[config.mk]
export PLATFORM = sky130hd
export DESIGN_NAME = booth_seq_ctrl_flat
export DESIGN_NICKNAME = d
export VERILOG_FILES = /design/src/rtl/booth_seq_ctrl_pkg.sv /design/src/rtl/booth_seq_ctrl_if.sv /design/src/rtl/booth_iter_counter.sv /design/src/rtl/booth_seq_ctrl.sv /design/src/flat_wrapper.sv
export SDC_FILE = /design/constraint.sdc
export NUM_CORES = 1
export LEC_CHECK = 0
export CELL_PAD_IN_SITES_DETAIL_PLACEMENT = 0
export CELL_PAD_IN_SITES_GLOBAL_PLACEMENT = 2
export CORE_UTILIZATION = 30
export DETAILED_ROUTE_END_ITERATION = 6
export PLACE_DENSITY_LB_ADDON = 0.08
export SLEW_MARGIN = 20
export SYNTH_ARGS = -nofsm -noshare
export SYNTH_HDL_FRONTEND = slang
export SYNTH_HIERARCHICAL = 1
export SYNTH_SLANG_ARGS = --single-unit
[constraint.sdc]
create_clock -name clk -period 2.93 [get_ports clk]
set_input_delay 0.293 -clock clk [delete_from_list [all_inputs] [get_ports clk]]
set_output_delay 0.293 -clock clk [all_outputs]
set_load 0.02 [all_outputs]
[src/rtl/booth_seq_ctrl_pkg.sv]
// Shared definitions for the radix-2 Booth multiplier controller and its datapath.
// Widths, the controller state type and the state-to-strobe decode live here.
package booth_seq_ctrl_pkg;

  localparam int DW   = 16;
  localparam int DW_2 = 2 * DW;
  localparam int CW   = $clog2(DW) + 1;

  typedef enum logic [1:0] {
    IDLE = 2'd0,
    RUN  = 2'd1,
    DONE = 2'd2
  } state_e;

  // Returns {dp_load_n, dp_hold} for a given controller state.
  function automatic logic [1:0] ctrl_decode(input state_e st);
    logic [1:0] strobes;
    case (st)
      IDLE:    strobes = 2'b01;
      RUN:     strobes = 2'b10;
      DONE:    strobes = 2'b11;
      default: strobes = 2'b01;
    endcase
    return strobes;
  endfunction

endpackage

[src/rtl/booth_seq_ctrl_if.sv]
// Request, datapath-strobe and result bundle between the requester/datapath side
// (master) and the Booth sequencing controller (slave).
interface booth_seq_ctrl_if #(
  parameter int DW = booth_seq_ctrl_pkg::DW
);
  localparam int CW = $clog2(DW) + 1;

  logic            start;
  logic            abort;
  logic [DW-1:0]   multiplier_in;
  logic [2*DW:0]   dp_product;
  logic            dp_load_n;
  logic            dp_hold;
  logic [DW-1:0]   mult_q;
  logic            busy;
  logic            done;
  logic [2*DW-1:0] result;
  logic [CW-1:0]   iter;

  modport master (
    output start, abort, multiplier_in, dp_product,
    input  dp_load_n, dp_hold, mult_q, busy, done, result, iter
  );

  modport slave (
    input  start, abort, multiplier_in, dp_product,
    output dp_load_n, dp_hold, mult_q, busy, done, result, iter
  );

endinterface

[src/rtl/booth_iter_counter.sv]
// Clearable, saturating iteration counter; tc flags the last iteration (count == DW-1).
module booth_iter_counter #(
  parameter int DW = 16,
  parameter int CW = $clog2(DW) + 1
) (
  input  logic          clk,
  input  logic          reset,
  input  logic          clr,
  input  logic          en,
  output logic [CW-1:0] count,
  output logic          tc
);

  logic [CW-1:0] count_r;

  // Count enabled iterations, holding at DW until cleared.
  always_ff @(posedge clk or negedge reset) begin
    if (!reset) begin
      count_r <= '0;
    end else if (clr) begin
      count_r <= '0;
    end else if (en && (count_r != CW'(DW))) begin
      count_r <= count_r + CW'(1);
    end else begin
      count_r <= count_r;
    end
  end

  assign count = count_r;
  assign tc    = (count_r == CW'(DW - 1));

endmodule

[src/rtl/booth_seq_ctrl.sv]
// Sequencing controller for the radix-2 Booth multiplier: loads operands, runs DW
// iterations, captures the product and pulses done; abort cancels without a pulse.
module booth_seq_ctrl #(
  parameter int DW = booth_seq_ctrl_pkg::DW
) (
  input logic             clk,
  input logic             reset,
  booth_seq_ctrl_if.slave bus
);
  import booth_seq_ctrl_pkg::*;

  localparam int CW = $clog2(DW) + 1;

  state_e          state_r;
  state_e          state_nxt_s;
  logic            accept_s;
  logic            finish_s;
  logic            cnt_clr_s;
  logic            cnt_en_s;
  logic            cnt_tc_s;
  logic [CW-1:0]   count_s;
  logic            dp_load_n_r;
  logic            dp_hold_r;
  logic [DW-1:0]   mult_q_r;
  logic            busy_r;
  logic            done_r;
  logic [2*DW-1:0] result_r;
  logic            unused_q_1_s;

  booth_iter_counter #(
    .DW (DW),
    .CW (CW)
  ) u_iter_counter (
    .clk   (clk),
    .reset (reset),
    .clr   (cnt_clr_s),
    .en    (cnt_en_s),
    .count (count_s),
    .tc    (cnt_tc_s)
  );

  assign cnt_en_s = (state_r == RUN);

  // State register.
  always_ff @(posedge clk or negedge reset) begin
    if (!reset) begin
      state_r <= IDLE;
    end else begin
      state_r <= state_nxt_s;
    end
  end

  // Next-state logic; abort takes priority over both start and completion.
  always_comb begin
    state_nxt_s = state_r;
    accept_s    = 1'b0;
    finish_s    = 1'b0;
    cnt_clr_s   = 1'b0;
    case (state_r)
      IDLE: begin
        if (bus.start && !bus.abort) begin
          state_nxt_s = RUN;
          accept_s    = 1'b1;
          cnt_clr_s   = 1'b1;
        end else begin
          state_nxt_s = IDLE;
        end
      end
      RUN: begin
        if (bus.abort) begin
          state_nxt_s = IDLE;
          cnt_clr_s   = 1'b1;
        end else if (cnt_tc_s) begin
          state_nxt_s = DONE;
        end else begin
          state_nxt_s = RUN;
        end
      end
      DONE: begin
        state_nxt_s = IDLE;
        if (bus.abort) begin
          cnt_clr_s = 1'b1;
        end else begin
          finish_s = 1'b1;
        end
      end
      default: begin
        state_nxt_s = IDLE;
        cnt_clr_s   = 1'b1;
      end
    endcase
  end

  // Registered outputs: strobes and busy follow the state being entered.
  always_ff @(posedge clk or negedge reset) begin
    if (!reset) begin
      dp_load_n_r <= 1'b0;
      dp_hold_r   <= 1'b1;
      mult_q_r    <= '0;
      busy_r      <= 1'b0;
      done_r      <= 1'b0;
      result_r    <= '0;
    end else begin
      {dp_load_n_r, dp_hold_r} <= ctrl_decode(state_nxt_s);
      busy_r <= (state_nxt_s != IDLE);
      done_r <= finish_s;
      if (accept_s) begin
        mult_q_r <= bus.multiplier_in;
      end else begin
        mult_q_r <= mult_q_r;
      end
      if (finish_s) begin
        result_r <= bus.dp_product[2*DW:1];
      end else begin
        result_r <= result_r;
      end
    end
  end

  // Q-1 is only meaningful inside the datapath.
  assign unused_q_1_s = bus.dp_product[0];

  assign bus.dp_load_n = dp_load_n_r;
  assign bus.dp_hold   = dp_hold_r;
  assign bus.mult_q    = mult_q_r;
  assign bus.busy      = busy_r;
  assign bus.done      = done_r;
  assign bus.result    = result_r;
  assign bus.iter      = count_s;

endmodule

[src/flat_wrapper.sv]
// flat-port wrapper written by rule: the top's interface ports become plain ports
module booth_seq_ctrl_flat import booth_seq_ctrl_pkg::*;
#(
  parameter int DW = booth_seq_ctrl_pkg::DW
)
  (clk, reset, bus_start, bus_abort, bus_multiplier_in, bus_dp_product, bus_dp_load_n, bus_dp_hold, bus_mult_q, bus_busy, bus_done, bus_result, bus_iter);
  booth_seq_ctrl_if #(.DW(DW)) bus_i ();
  input logic clk;
  input logic reset;
  input wire logic [$bits(bus_i.start)-1:0] bus_start;
  input wire logic [$bits(bus_i.abort)-1:0] bus_abort;
  input wire logic [$bits(bus_i.multiplier_in)-1:0] bus_multiplier_in;
  input wire logic [$bits(bus_i.dp_product)-1:0] bus_dp_product;
  output wire logic [$bits(bus_i.dp_load_n)-1:0] bus_dp_load_n;
  output wire logic [$bits(bus_i.dp_hold)-1:0] bus_dp_hold;
  output wire logic [$bits(bus_i.mult_q)-1:0] bus_mult_q;
  output wire logic [$bits(bus_i.busy)-1:0] bus_busy;
  output wire logic [$bits(bus_i.done)-1:0] bus_done;
  output wire logic [$bits(bus_i.result)-1:0] bus_result;
  output wire logic [$bits(bus_i.iter)-1:0] bus_iter;
  assign bus_i.start = bus_start;
  assign bus_i.abort = bus_abort;
  assign bus_i.multiplier_in = bus_multiplier_in;
  assign bus_i.dp_product = bus_dp_product;
  assign bus_dp_load_n = bus_i.dp_load_n;
  assign bus_dp_hold = bus_i.dp_hold;
  assign bus_mult_q = bus_i.mult_q;
  assign bus_busy = bus_i.busy;
  assign bus_done = bus_i.done;
  assign bus_result = bus_i.result;
  assign bus_iter = bus_i.iter;
  booth_seq_ctrl #(.DW(DW)) u_core (.clk(clk), .reset(reset), .bus(bus_i));
endmodule
======== Word level (Yosys, flattened, before mapping) ========
Index checks and enable logic that the tools add are counted.
Widths: inputs -> output; s select.
word-level totals
  register bits ........................... 59
  output and inout port bits .............. 57
  latch bits .............................. 0
  RAM bits ................................ 0
  memory bits (read-only) ................. 0
  memories ................................ 0
cells by class
  multipliers ............................. 0
  reduce and logical (&&, ||, !) cells .... 7
  bitwise gates (word level) .............. 0
  div/mod/pow operators ................... 0
  multiplexer cells ....................... 13
  shifts and indexed selects .............. 0
  magnitude comparators ................... 0
  add/sub/neg operators ................... 1
  equal/unequal tests ..................... 6
operator list
  cell                 count
  $mux 5               2
  $pmux 2 s2           2
  $mux 1               6
  $add 5x1->5 const B  1
  $eq 5x4->1 const B   1
  $ne 5x5->1 const B   1
  $eq 2x1->1 const B   2
  $eq 2x2->1 const B   2
  $mux 2               2
  $reduce_bool 2->1    2
  $logic_and 1x1->1    2
  $logic_not 2->1      1
  $pmux 1 s2           1
  $reduce_or 2->1      1
  $logic_not 1->1      1

======== Longest topological paths before layout ========
Gate-level depths: netlist (run 1).
  depth after elaboration ................. 6
  depth in mapped cells ................... 8

======== Cells and area by module ========
Netlist (run 1), hierarchy kept.
by module, submodules not included
  module              cells each  area an instance (um^2)  instances
  booth_seq_ctrl      128         2274.7                   1
  booth_iter_counter  30          292.8                    1

======== Worst setup path before layout (run 1) ========
No wires, ideal clock.
  path type ............................... reg-to-reg
  start point ............................. register u_core.u_iter_counter.count_r[1], in the netlist u_core/u_iter_counter/count[1]
  end point ............................... register u_core.dp_load_n_r, in the netlist u_core/bus.dp_load_n
  period minus slack after synthesis ...... 1.877 ns
  arrival ................................. 1.751 ns
  setup time .............................. 0.126 ns
  buffers on the path ..................... 0
  cell stages (with the launch flop) ...... 6
  path slack .............................. 1.053 ns
  cell sequence ........................... dfrtp_1 > ha_1 > and3_1 > ha_1 > or3b_2 > ha_1
on the way
  word-level cells in the longest chain between the ends .. 6
  elaborated cells on any way between the ends .. 7
  those cells by class .................... eq/ne: 3; mux: 4
RTL lines
  what                                      RTL line                  RTL
  start, declared                           booth_iter_counter.sv:14  logic [CW-1:0] count_r;
  start signal, assigned                    booth_iter_counter.sv:23  count_r <= count_r + CW'(1);
  start signal, assigned                    booth_iter_counter.sv:25  count_r <= count_r;
  $eq 5x4->1 (*)                            booth_iter_counter.sv:30  assign tc = (count_r == CW'(DW - 1));
  named net u_core.cnt_tc_s                 booth_seq_ctrl.sv:20      logic cnt_tc_s;
  $mux 2 (*)                                booth_seq_ctrl.sv:73      end else if (cnt_tc_s) begin
  $mux 2 (*)                                booth_seq_ctrl.sv:70      if (bus.abort) begin
  $pmux 2 s2 (*)                            booth_seq_ctrl.sv:59      case (state_r)
  $eq 2x2->1 or $eq 2x1->1 (tied branches)  booth_seq_ctrl_pkg.sv:18  case (st)
  $pmux 2 s2 (*)                            booth_seq_ctrl_pkg.sv:18
  end signal, assigned                      booth_seq_ctrl.sv:104     {dp_load_n_r, dp_hold_r} <= ctrl_decode(state_nxt_s);
  end, declared                             booth_seq_ctrl.sv:22      logic dp_load_n_r;
The timed path passes the listed nets; every way through them passes the cells marked *.
A chain may end at the register's enable or synchronous reset.

======== Worst setup path after layout (run 1) ========
  start point ............................. register u_core.u_iter_counter.count_r[0], in the netlist u_core/u_iter_counter/count[0]
  end point ............................... register u_core.dp_load_n_r, in the netlist u_core/bus.dp_load_n
Same word-level chain as after synthesis.

==> results of run 1 <==
-- worst max path at each step --
stage / slack (ps) / endpoint / depth (start not counted)
global placement: 810 / u_core/bus.result[31] / 4
floorplan: 1050 / u_core/bus.dp_load_n / 5
global route: 910 / u_core/bus.dp_load_n / 5
detailed placement: 830 / u_core/bus.result[30] / 4
finish: 1040 / u_core/bus.dp_load_n / 5
CTS: 1020 / u_core/bus.dp_load_n / 5
-- state kept, by name, indices dropped and copies added (netlist names) --
name	count
u_core/bus.dp_hold	1
u_core/bus.mult_q	16
u_core/bus.result	32
u_core/u_iter_counter/count	5
u_core/bus.busy	1
u_core/bus.done	1
u_core/state_r	2
u_core/bus.dp_load_n	1
-- synthesized netlist by cell type --
master,count,area share (%)
mux2_2,12,5.3
ha_1,10,4.9
nor3b_1,1,0.29
buf_6,5,2.2
nor2_1,4,0.58
nand2b_1,2,0.49
dfstp_2,1,1.0
dfrtp_1,58,57
inv_1,8,1.2
mux2i_1,1,0.39
o2111ai_1,1,0.34
buf_8,1,0.58
o31ai_1,1,0.29
a21oi_1,2,0.39
nand2_1,4,0.58
or3b_2,1,0.34
nand3b_4,1,0.78
o31a_1,2,0.68
mux2_4,37,22
nor2b_1,1,0.24
and3_1,1,0.24
xor2_1,1,0.34
a211oi_1,1,0.29
nand4_1,1,0.24
o21ai_0,1,0.19
-- cells by family after synthesis --
family,after synthesis,synth area share (%)
flip-flops,59,57.6
buffers and inverters,14,3.95
AO/OA/AOI/OAI,8,2.19
AND/OR/NAND/NOR,16,3.80
adder cells (fa/ha/maj),10,4.87
multiplexers,50,27.3
XOR/XNOR,1,0.341
-- metal layers --
layer  global-route usage (%)  vias up  share of wire, %
li1                         -      773                 -
met1                     17.5      815                46
met2                     19.4       60                46
met3                     5.80        6               7.5
met4                     4.17        0              0.98
met5                        0        -                 0
-- per-stage QoR --
stage	total power (uW)	hold slack (ps)	cells	setup WS, ps
floorplan	1210	-2.59	158	1050
global placement	1480	486	368	811
detailed placement	1470	492	368	831
finish	2240	107	384	1040
global route	2370	175	384	912
CTS	2290	130	384	1020
-- power groups by stage --
stage,combinational [uW],sequential [uW],clock (uW)
floorplan,156,1050,0
global placement,513,962,0
detailed placement,513,962,0
CTS,516,949,826
global route,550,962,858
finish,509,947,787
-- cell type report --
class	instances	share of cell area, %
tap	105	3.32
clock buffer	11	3.32
multi-input combinational	85	25.2
clock inverter	5	1.96
timing repair buffer	111	28.1
sequential	59	37.4
inverter	8	0.759
==> run metrics, run 1 <==
status=finished clean; via count=1,654; Die Footprint=0.00893 mm2; TritonCTS clock tree=yes; Sw Share=26.3%; Syn Inst Count=158; CTS Root Buffer Type=clkbuf_8; DP Wirelength=3.80 mm; crit path cell chain=ha_1 -> and3_1 -> ha_1 -> or3b_2 -> ha_1; hold crit path type=primary input to async pin; dpl cell area=around 0.0037 mm2; post-synthesis cell type count=25; critical path arrival=2110 ps; vias in the first global route=about 1,700; Startpoint Class=register; Top cell by count, worst path=ha_1; max incr delay on CP=480 ps; final core utilization=47.9%; Skew-Pair Late Insertion Delay=330 ps; maxcap violations=0; Worst-path clk slew=70 ps; reg-to-reg endpoint=u_core/bus.dp_load_n; setup repair bufs after CTS=0; largest net degree at the start of global routing=42; grt ovf=0; Clock Path Buffers=2; total clock sinks=59; register area=0.00148 mm2; die height=94.5 um; Initial DRC Count=53; clk_skew=roughly 5.3 ps; layout cells sized above 1=between 20% and 30%; fmax=528 MHz; total wire length=about 5.5 mm; Final Max Slew Viols=0; Clock Power Share=between 30% and 40%; commonest non-fill, non-tap cell in the layout=clkdlybuf4s50_1; setup tns final=0 ps; Rows=33; internal power=1650 uW; critical path peak fanout=5; IO Port Bufs=108; Layout Nets=337; Core ar.=0.00826 mm2; DRC errors left=0; fill count=741; global placement routability congestion=0.673; htree depth=3; cell count of the worst reg-to-reg path=5; most frequent cells in the layout=clkdlybuf4s50_1, dfrtp_1, mux2_4; first-pass GRT wire length=8.79 mm; Critical path buffers and inverters=0; cell area after synthesis=around 0.0026 mm2; Initial Util=between 30 and 40%; Setup Crit Path Kind=register to register; post-cts resize count=0; P_sw=approximately 600 uW; Worst-Margin Slew=932 ps; antenna violations before repair=0; Ys Warns=6; Worst path slowest cell=or3b_2; Power per Cell Area=567 mW/mm2; CTS Buf Count=9; CP required=3150 ps; R2R setup slack=1040 ps; Critical R2R Launch=u_core/u_iter_counter/count[0]; Sequential Power Share=42.2%; GRT Overall Usage=13.2%; relative slew slack=37.9%; Multi-input gate area=996 um2; Vias/cell=around 4.3; CTS Hold Bufs=0; # IOs=110; Avg Inst Size Synth=roughly 16 um2; Worst Setup SP=u_core/u_iter_counter/count[0]; period utilization=64.6%; final hold viol count=0; CP top delay family=adder cells; Net Count, Synth=about 220; Gate power share=a little under a quarter; DR WL/cell=14.3 um; drt first pass iters=3; Synth-to-Final Area Change=54.0%; worst vdd ir=between 0.5 and 0.6 mV; unrepaired setup endpoints after global routing=no; Die X-Extent=94.5 um; register area share after synthesis=57.6%; Setup crit end kind=register; ANT cells=0; Setup violations, final=0; P_leak=between 0.0015 and 0.002 uW; Final Critical Period=1890 ps; post-route ant nets=0; flops & latches, synth=59; fin area=approximately 0.004 mm2
Power figures use the tool's default switching activity.
==> run 2: changes to the inputs <==
--- a/config.mk
+++ b/config.mk
@@ -7,7 +7,7 @@
 export LEC_CHECK = 0
 export CELL_PAD_IN_SITES_DETAIL_PLACEMENT = 0
 export CELL_PAD_IN_SITES_GLOBAL_PLACEMENT = 2
-export CORE_UTILIZATION = 30
+export CORE_UTILIZATION = 25
 export DETAILED_ROUTE_END_ITERATION = 6
 export PLACE_DENSITY_LB_ADDON = 0.08
 export SLEW_MARGIN = 20
==> constraint.sdc (replaced) <==
create_clock -name clk -period 1.6 [get_ports clk]
set_input_delay 0.16 -clock clk [delete_from_list [all_inputs] [get_ports clk]]
set_output_delay 0.16 -clock clk [all_outputs]
set_load 0.02 [all_outputs]
==> run metrics, run 2 (synthesized netlist as in run 1, its figures left out) <==
status=finished clean (unchanged); fmax=627 MHz (was 528 MHz); maxcap violations=0 (unchanged); Layout Nets=359 (was 337); register area=0.00148 mm2 (about the same); Setup Crit Path Kind=register to register (unchanged); Worst-Margin Slew=507 ps (was 932 ps); Worst Setup SP=u_core/u_iter_counter/count[0] (unchanged); Setup violations, final=0 (unchanged); Clock Path Buffers=2 (unchanged); clk_skew=10.4 ps (was 5.31 ps); Critical R2R Launch=u_core/u_iter_counter/count[0] (unchanged); largest net degree at the start of global routing=25 (was 42); Final Max Slew Viols=0 (unchanged); fill count=921 (was 741); layout cells sized above 1=36.2% (was 25.4%); post-route ant nets=0 (unchanged); instance count on the critical path=5 (unchanged); Skew-Pair Late Insertion Delay=340 ps (was 330 ps); CP top delay family=adder cells (unchanged); most frequent cells in the layout=clkdlybuf4s50_1, dfrtp_1, mux2_4 (unchanged); setup tns final=0 ps (unchanged); Rows=36 (was 33); Die X-Extent=103 um (was 94.5 um); DR WL/cell=14.0 um (was 14.3 um); Initial DRC Count=41 (was 53); hold crit path type=primary input to async pin (unchanged); critical path peak fanout=4 (was 5); Die Footprint=0.0107 mm2 (was 0.00893 mm2); unrepaired setup endpoints after global routing=yes (was no); drt first pass iters=2 (was 3); Top cell by count, worst path=ha_4 (was ha_1); relative slew slack=66.2% (was 37.9%); P_leak=0.00194 uW (was 0.00177 uW); grt ovf=0 (unchanged); Initial Util=26.0% (was 31.1%); CTS Root Buffer Type=clkbuf_8 (unchanged); total clock sinks=59 (unchanged); Worst-path clk slew=70 ps (about the same); vias in the first global route=1,704 (was 1,658); commonest non-fill, non-tap cell in the layout=clkdlybuf4s50_1 (unchanged); crit path cell chain=ha_4 -> and3_4 -> ha_4 -> o31a_1 -> ha_4 (was ha_1 -> and3_1 -> ha_1 -> or3b_2 -> ha_1); crit path to=u_core/bus.dp_load_n (unchanged); placed cells=410 (was 368); Critical path buffers and inverters=0 (unchanged); Synth-to-Final Area Change=68.4% (was 54.0%); Final Critical Period=1600 ps (was 1890 ps); Startpoint Class=register (unchanged); cell count of the worst reg-to-reg path=5 (unchanged); Power per Cell Area=987 mW/mm2 (was 567 mW/mm2); TritonCTS clock tree=yes (unchanged); Setup crit end kind=register (unchanged); CTS Buf Count=9 (unchanged); global placement routability congestion=0.694 (was 0.673); max incr delay on CP=430 ps (was 480 ps); worst vdd ir=0.546 mV (was 0.531 mV); first-pass GRT wire length=8.78 mm (was 8.79 mm); antenna violations before repair=0 (unchanged); Worst path slowest cell=dfrtp_2 (was or3b_2); total wire length=6.07 mm (was 5.50 mm); Multi-input gate area=0.00107 mm2 (was 996 um2); final core utilization=43.8% (was 47.9%); DRC errors left=0 (unchanged); Power, Total=4270 uW (was 2240 uW); worst hold margin=338 ps (was 107 ps); max reg flops=32 (unchanged); final hold viol count=0 (unchanged); htree depth=3 (unchanged); Non-Filler Instances=434 (was 384); via count=1,737 (was 1,654); DP Wirelength=4.09 mm (was 3.80 mm); ANT cells=0 (unchanged); reg-to-reg endpoint=u_core/bus.dp_load_n (unchanged); GRT Overall Usage=11.4% (was 13.2%); Vias/cell=4.00 (was 4.31); IO Port Bufs=108 (unchanged); Core ar.=0.00986 mm2 (was 0.00826 mm2); critical path arrival=1820 ps (was 2110 ps); # IOs=110 (unchanged); CP required=1830 ps (was 3150 ps); period utilization=99.7% (was 64.6%); die height=103 um (was 94.5 um); R2R setup slack=5 ps (was 1040 ps)
==> run 2: cell count changes in the layout (fill, tap and decap cells not counted), sizes merged <==
cell	delta
inv	+1
dlymetal6s2s	+1
buf	+19
dlygate4sd3	+1
clkinvlp	+1
bufinv	-1
dlygate4sd2	+4
clkdlybuf4s50	-5
clkbuf	+1
==> run 2: power by group <==
group	switching (uW)	internal, uW
clock	624	761
combinational	506	645
sequential	92.9	1640
==> run 2: worst min-delay path by stage <==
stage | startpoint | endpoint | slack (ps) | cells past startpoint
after floorplan | reset | u_core/bus.busy | -140 | 0
after global placement | reset | u_core/bus.mult_q[10] | 170 | 1
after detailed placement | reset | u_core/bus.mult_q[12] | 160 | 1
after CTS | reset | u_core/bus.mult_q[12] | 340 | 2
after global routing | reset | u_core/bus.mult_q[12] | 370 | 2
final | reset | u_core/bus.mult_q[12] | 340 | 2
==> run 2: cell type report <==
type / instances / area share [%]
flip-flops and latches: 59 / 34.2
repair buffers: 133 / 31.8
multi-input cells: 85 / 24.7
well taps: 133 / 3.85
clock buffers: 10 / 3.18
clock inverters: 6 / 1.48
inverters: 8 / 0.752
==> run 2: metal layers <==
metal | share of wire, % | track usage, %
met4 | 1.2 | 3.90
met2 | 47 | 16.7
met1 | 44 | 14.2
met3 | 7.4 | 6.18
met5 | 0 | 0
==> run 2: stage by stage <==
step / cell area (um2) / setup WS, ps
2_1_floorplan: 2620 / -35.1
3_3_place_gp: 3980 / -30.9
3_5_place_dp: 3980 / -13.4
4_1_cts: 4200 / -27.8
5_1_grt: 4320 / -41.5
6_report: 4320 / 4.65
==> run 2: what timing repair did <==
action                     4_1_cts  5_1_grt
hold endpoints to repair        17        0
setup buffers                    1        4
pin swaps                        3        4
hold buffers                     1        0
resized for setup                6       11
cloned                           0        2
setup endpoints to repair        6       23
==> run 2: worst reg2reg max path: cells and delay by family (launching register included) <==
kind            cells  cell delay, ps
fa+ha+maj           3             580
simple gates        1             170
flops               1             430
compound gates      1             320
==> run 3: changes to the inputs <==
--- a/config.mk
+++ b/config.mk
@@ -5,12 +5,13 @@
 export SDC_FILE = /design/constraint.sdc
 export NUM_CORES = 1
 export LEC_CHECK = 0
+export CAP_MARGIN = 20
 export CELL_PAD_IN_SITES_DETAIL_PLACEMENT = 0
 export CELL_PAD_IN_SITES_GLOBAL_PLACEMENT = 2
 export CORE_UTILIZATION = 25
 export DETAILED_ROUTE_END_ITERATION = 6
 export PLACE_DENSITY_LB_ADDON = 0.08
-export SLEW_MARGIN = 20
+export SLEW_MARGIN = 25
 export SYNTH_ARGS = -nofsm -noshare
 export SYNTH_HDL_FRONTEND = slang
 export SYNTH_HIERARCHICAL = 1
==> results of run 3 <==
Same layout as run 2: the final DEF is identical, and so are final timing and power.
